[src/rtl/credit_input_buffer.sv]
// Credit-based router input buffer: a DEPTH-entry circular FIFO that returns one
// credit pulse upstream for every flit the switch allocator pops.
module credit_input_buffer #(
    parameter int FLIT_W = 32,
    parameter int DEPTH  = 5
) (
    input  logic              clk,
    input  logic              rst,
    input  logic [FLIT_W-1:0] flit_i,
    input  logic              valid_i,
    input  logic              read_i,
    output logic [FLIT_W-1:0] flit_o,
    output logic              valid_o,
    output logic              credit_o,
    output logic [2:0]        count_o,
    output logic              overflow_o
);

    localparam logic [2:0] DEPTH_C = 3'(DEPTH);
    localparam logic [2:0] LAST_C  = 3'(DEPTH - 1);

    logic [FLIT_W-1:0] mem_q [DEPTH];
    logic [2:0]        wr_ptr_q, wr_ptr_d;
    logic [2:0]        rd_ptr_q, rd_ptr_d;
    logic [2:0]        count_q, count_d;
    logic              credit_q, credit_d;
    logic              overflow_q, overflow_d;
    logic              pop_acc, push_acc, push_drop;

    // Handshake: a pop is taken whenever read_i is high and the buffer holds a
    // flit; a push is taken whenever valid_i is high and there is room, where a
    // same-cycle pop frees a slot. There is no back-pressure towards upstream:
    // a push into a full buffer is dropped and flagged sticky in overflow_o.
    always_comb begin
        pop_acc   = read_i && (count_q != 3'd0);
        push_acc  = valid_i && ((count_q != DEPTH_C) || pop_acc);
        push_drop = valid_i && !push_acc;
    end

    always_comb begin
        wr_ptr_d   = wr_ptr_q;
        rd_ptr_d   = rd_ptr_q;
        count_d    = count_q;
        credit_d   = pop_acc;
        overflow_d = overflow_q | push_drop;
        if (push_acc) begin
            wr_ptr_d = (wr_ptr_q == LAST_C) ? 3'd0 : wr_ptr_q + 3'd1;
        end
        if (pop_acc) begin
            rd_ptr_d = (rd_ptr_q == LAST_C) ? 3'd0 : rd_ptr_q + 3'd1;
        end
        case ({push_acc, pop_acc})
            2'b10:   count_d = count_q + 3'd1;
            2'b01:   count_d = count_q - 3'd1;
            default: count_d = count_q;
        endcase
    end

    always_ff @(posedge clk or negedge rst) begin
        if (!rst) begin
            wr_ptr_q   <= 3'd0;
            rd_ptr_q   <= 3'd0;
            count_q    <= 3'd0;
            credit_q   <= 1'b0;
            overflow_q <= 1'b0;
        end else begin
            wr_ptr_q   <= wr_ptr_d;
            rd_ptr_q   <= rd_ptr_d;
            count_q    <= count_d;
            credit_q   <= credit_d;
            overflow_q <= overflow_d;
        end
    end

    // Storage is deliberately not reset; the rst term keeps a push that
    // coincides with an asserted reset from landing in the array.
    always_ff @(posedge clk) begin
        if (push_acc && rst) begin
            mem_q[wr_ptr_q] <= flit_i;
        end
    end

    always_comb begin
        valid_o    = (count_q != 3'd0);
        flit_o     = valid_o ? mem_q[rd_ptr_q] : '0;
        credit_o   = credit_q;
        count_o    = count_q;
        overflow_o = overflow_q;
    end

endmodule

[config.mk]
export PLATFORM = sky130hd
export DESIGN_NAME = credit_input_buffer
export DESIGN_NICKNAME = d
export VERILOG_FILES = /design/src/rtl/credit_input_buffer.sv
export SDC_FILE = /design/constraint.sdc
export NUM_CORES = 1
export LEC_CHECK = 0
export ABC_AREA = 1
export BUFFER_PORTS_ARGS = -buffer_cell sky130_fd_sc_hd__buf_4
export CAP_MARGIN = 5
export CORE_UTILIZATION = 50
export DETAILED_ROUTE_END_ITERATION = 7
export PLACE_DENSITY = 0.72
export SYNTH_ARGS = -nofsm -noshare
export SYNTH_HDL_FRONTEND = slang
export SYNTH_SLANG_ARGS = --single-unit
[constraint.sdc]
create_clock -name clk -period 3.4 [get_ports clk]
set_clock_uncertainty 0.05 [all_clocks]
set_input_delay 0.34 -clock clk [delete_from_list [all_inputs] [get_ports clk]]
set_output_delay 0.34 -clock clk [all_outputs]
set_load 0.01 [all_outputs]
==> flow_summary.ini <==
[outcome]
status = complete, no violations

[final_layout]
layout.cells.non_filler = 819
diodes = 0
layout-drive-gt1-share_pct = 23.95
fillers = 1040
fin_area_um2 = 8274
multiInputGateArea_um2 = 1582
syn_to_final_growth_pct = 18.58
ff_latch_area_um2 = 5081
final_common_cell = edfxtp_1
final_cell_mix = 160 x edfxtp_1, 105 x nor2_1, 82 x buf_4, 61 x o21ai_0, 43 x inv_1
fin_nets = 671

[critical_path]
worstSetupEndpointType = output port
cp-start-kind = flip-flop
required_ns = 3.01
path_max_fanout = 66
crit_type = reg2out
crit_arrival_ns = 2.19

[synth]
synth_cells = 557
syn-num-nets = 598
synth_area_per_cell_um2 = 12.53
yosysSeqAreaShare_pct = 72.80
ys_types = 26
synth_area_um2 = 6978
synth_seq_cells = 171
yosys_warnings = 0

[clocking]
cts_resized = 0
clockRootBuffer = clkbuf_16
clock_path_buffers = 2
cts_buffers = 17
cts_tree = done
clock_latency_ns = 0.43
h-tree-depth = 4
cts_setup_buffers = 0
cts_sinks = 171
cts.clk_slew.worst_paths_ns = 0.06

[sta]
rsz0062_at_grt = false
finalCritPeriodShare_pct = 75.95
setup_viol = 0
timing.setup.tns_ns = 0
fin_crit_ns = 2.582
drv_slew = 0
clock.fmax_mhz = 387.2
final_hold_viol_count = 0
relSlewSlack_pct = 42.78
worst_slack_ns = 0.8176
worst_pin_slew_ns = 0.8583

[route]
avgRoutedWirePerCell_um = 17.57
dr.pass1.iters = 5
drt_wl_total_um = 14390
vias = 4423
final_antenna_net_count = 0
first_iter_violations = 334
route.detailed.drc = 0
via_per_inst = 5.400

[global_route]
grt_pass1_wl_um = 22630
grt_max_degree = 67
grt_pass1_vias = 4297
globalRouteOverflowTotal = 0
antenna_found_initial = 0
grtUsageTotal_pct = 21.24

[floorplanning]
die_w_um = 120.1
core_um2 = 13400
die_h_um = 120.1
ios = 74
rows = 42
dieArea_um2 = 14430
initial_core_util_pct = 52.07

[pwr]
peakVddDrop_v = 0.0005086
p_leak_nw = 3.044
power_density_nw_per_um2 = 880.8
finalPower_w = 0.007288

[run]
cap_violations = 0

[hold_path]
hold_class = in2reg

[placement]
dpl_cell_area_um2 = 7681
io_buffer_count = 73
hpwl_um = 7906
dp.cells = 786
gp_congestion = 0.7888
place_ws_ns = 1.007
[cells by family (layout without fill, tap and decap cells)]
logic type,after synthesis,count (layout),share of synthesized area [%]
fa+ha+maj,5,5,1.004
compound gates,140,140,11.03
flops,171,171,72.80
xor+xnor,1,1,0.1255
buf+inv,77,163,5.056
simple gates,163,163,9.987
[critical path, stage by stage (launching register included)]
cell	delay (ns)
dfrtp_2	0.42
inv_4	0.59
o21ai_0	0.18
o22ai_1	0.23
o21ai_1	0.09
inv_1	0.06
buf_4	0.11
[cell usage after synthesis]
master	count	area, µm²
a21oi_2	1	8.760
o21ai_2	6	52.55
buf_6	5	56.30
inv_1	43	161.4
inv_4	1	6.260
nor3_1	3	15.01
clkbuf_1	13	48.80
o22ai_1	32	200.2
xor2_1	1	8.760
edfxtp_1	160	4805
buf_8	1	15.01
inv_2	4	15.01
o21ai_1	36	180.2
a21oi_1	3	15.01
nand3_1	7	35.03
nand4_1	1	6.260
nor2_1	107	401.6
o21bai_1	1	7.510
dfrtp_1	11	275.3
nor2_2	26	162.7
nand2_1	17	63.81
buf_2	10	50.05
o21ai_0	61	305.3
fa_1	1	20.02
ha_1	4	50.05
nand2_2	2	12.51
[per-stage QoR]
stage	hold WS [ns]	utilization, %
5_1_grt	0.05742	61.75
6_report	0.07229	61.75
2_1_floorplan	-0.005591	-
3_3_place_gp	0.1399	57.32
4_1_cts	0.05595	61.75
3_5_place_dp	0.1473	57.32
[flip-flops by register name (all words and copies together) (netlist names)]
register and cells:
count_o 3, overflow_o 1, mem_q 160, credit_o 1, rd_ptr_q 3, wr_ptr_q 3
[path summary, 6_finish.rpt]
check                            startpoint  slack, ns            to  depth (start not counted)
worst max-delay path            rd_ptr_q[0]       0.82    flit_o[10]                          6
worst min-delay path             flit_i[14]       0.07  mem_q[2][14]                          1
worst max register to register   count_o[0]       0.99   mem_q[0][5]                          6
worst min register to register   overflow_o       0.43    overflow_o                          1
max in group asynchronous               rst       2.88   rd_ptr_q[0]                          2
min in group asynchronous               rst       0.24    count_o[2]                          2
[what timing repair did]
item,4_1_cts,5_1_grt
endpoints found under the hold margin,11,0
endpoints found under the setup margin,0,0
hold buffers,1,0
[area by class of cell]
| type | instances | area share [%] |
|---|---|---|
| repair buffers | 83 | 7.561 |
| well taps | 176 | 2.661 |
| inverters | 48 | 2.208 |
| multi-input cells | 309 | 19.11 |
| flip-flops and latches | 171 | 61.41 |
| clock buffers | 19 | 5.232 |
| clock inverters | 13 | 1.815 |
[per-layer routing]
layer	routed length (µm)	part of all wire, %	GRT usage, %	vias up
li1	-	-	-	2108
met1	6176	43	27.54	2135
met2	7203	50	35.38	163
met3	831	5.8	5.323	17
met4	176	1.2	6.172	0
met5	0	0	0	-
[power by group]
group / switching, W / internal [W]
sequential: 0.0000917 / 0.00255
clock: 0.000766 / 0.00115
combinational: 0.00172 / 0.00102
total: 0.00257 / 0.00471
Note: power is estimated with default switching activity, not from simulation.
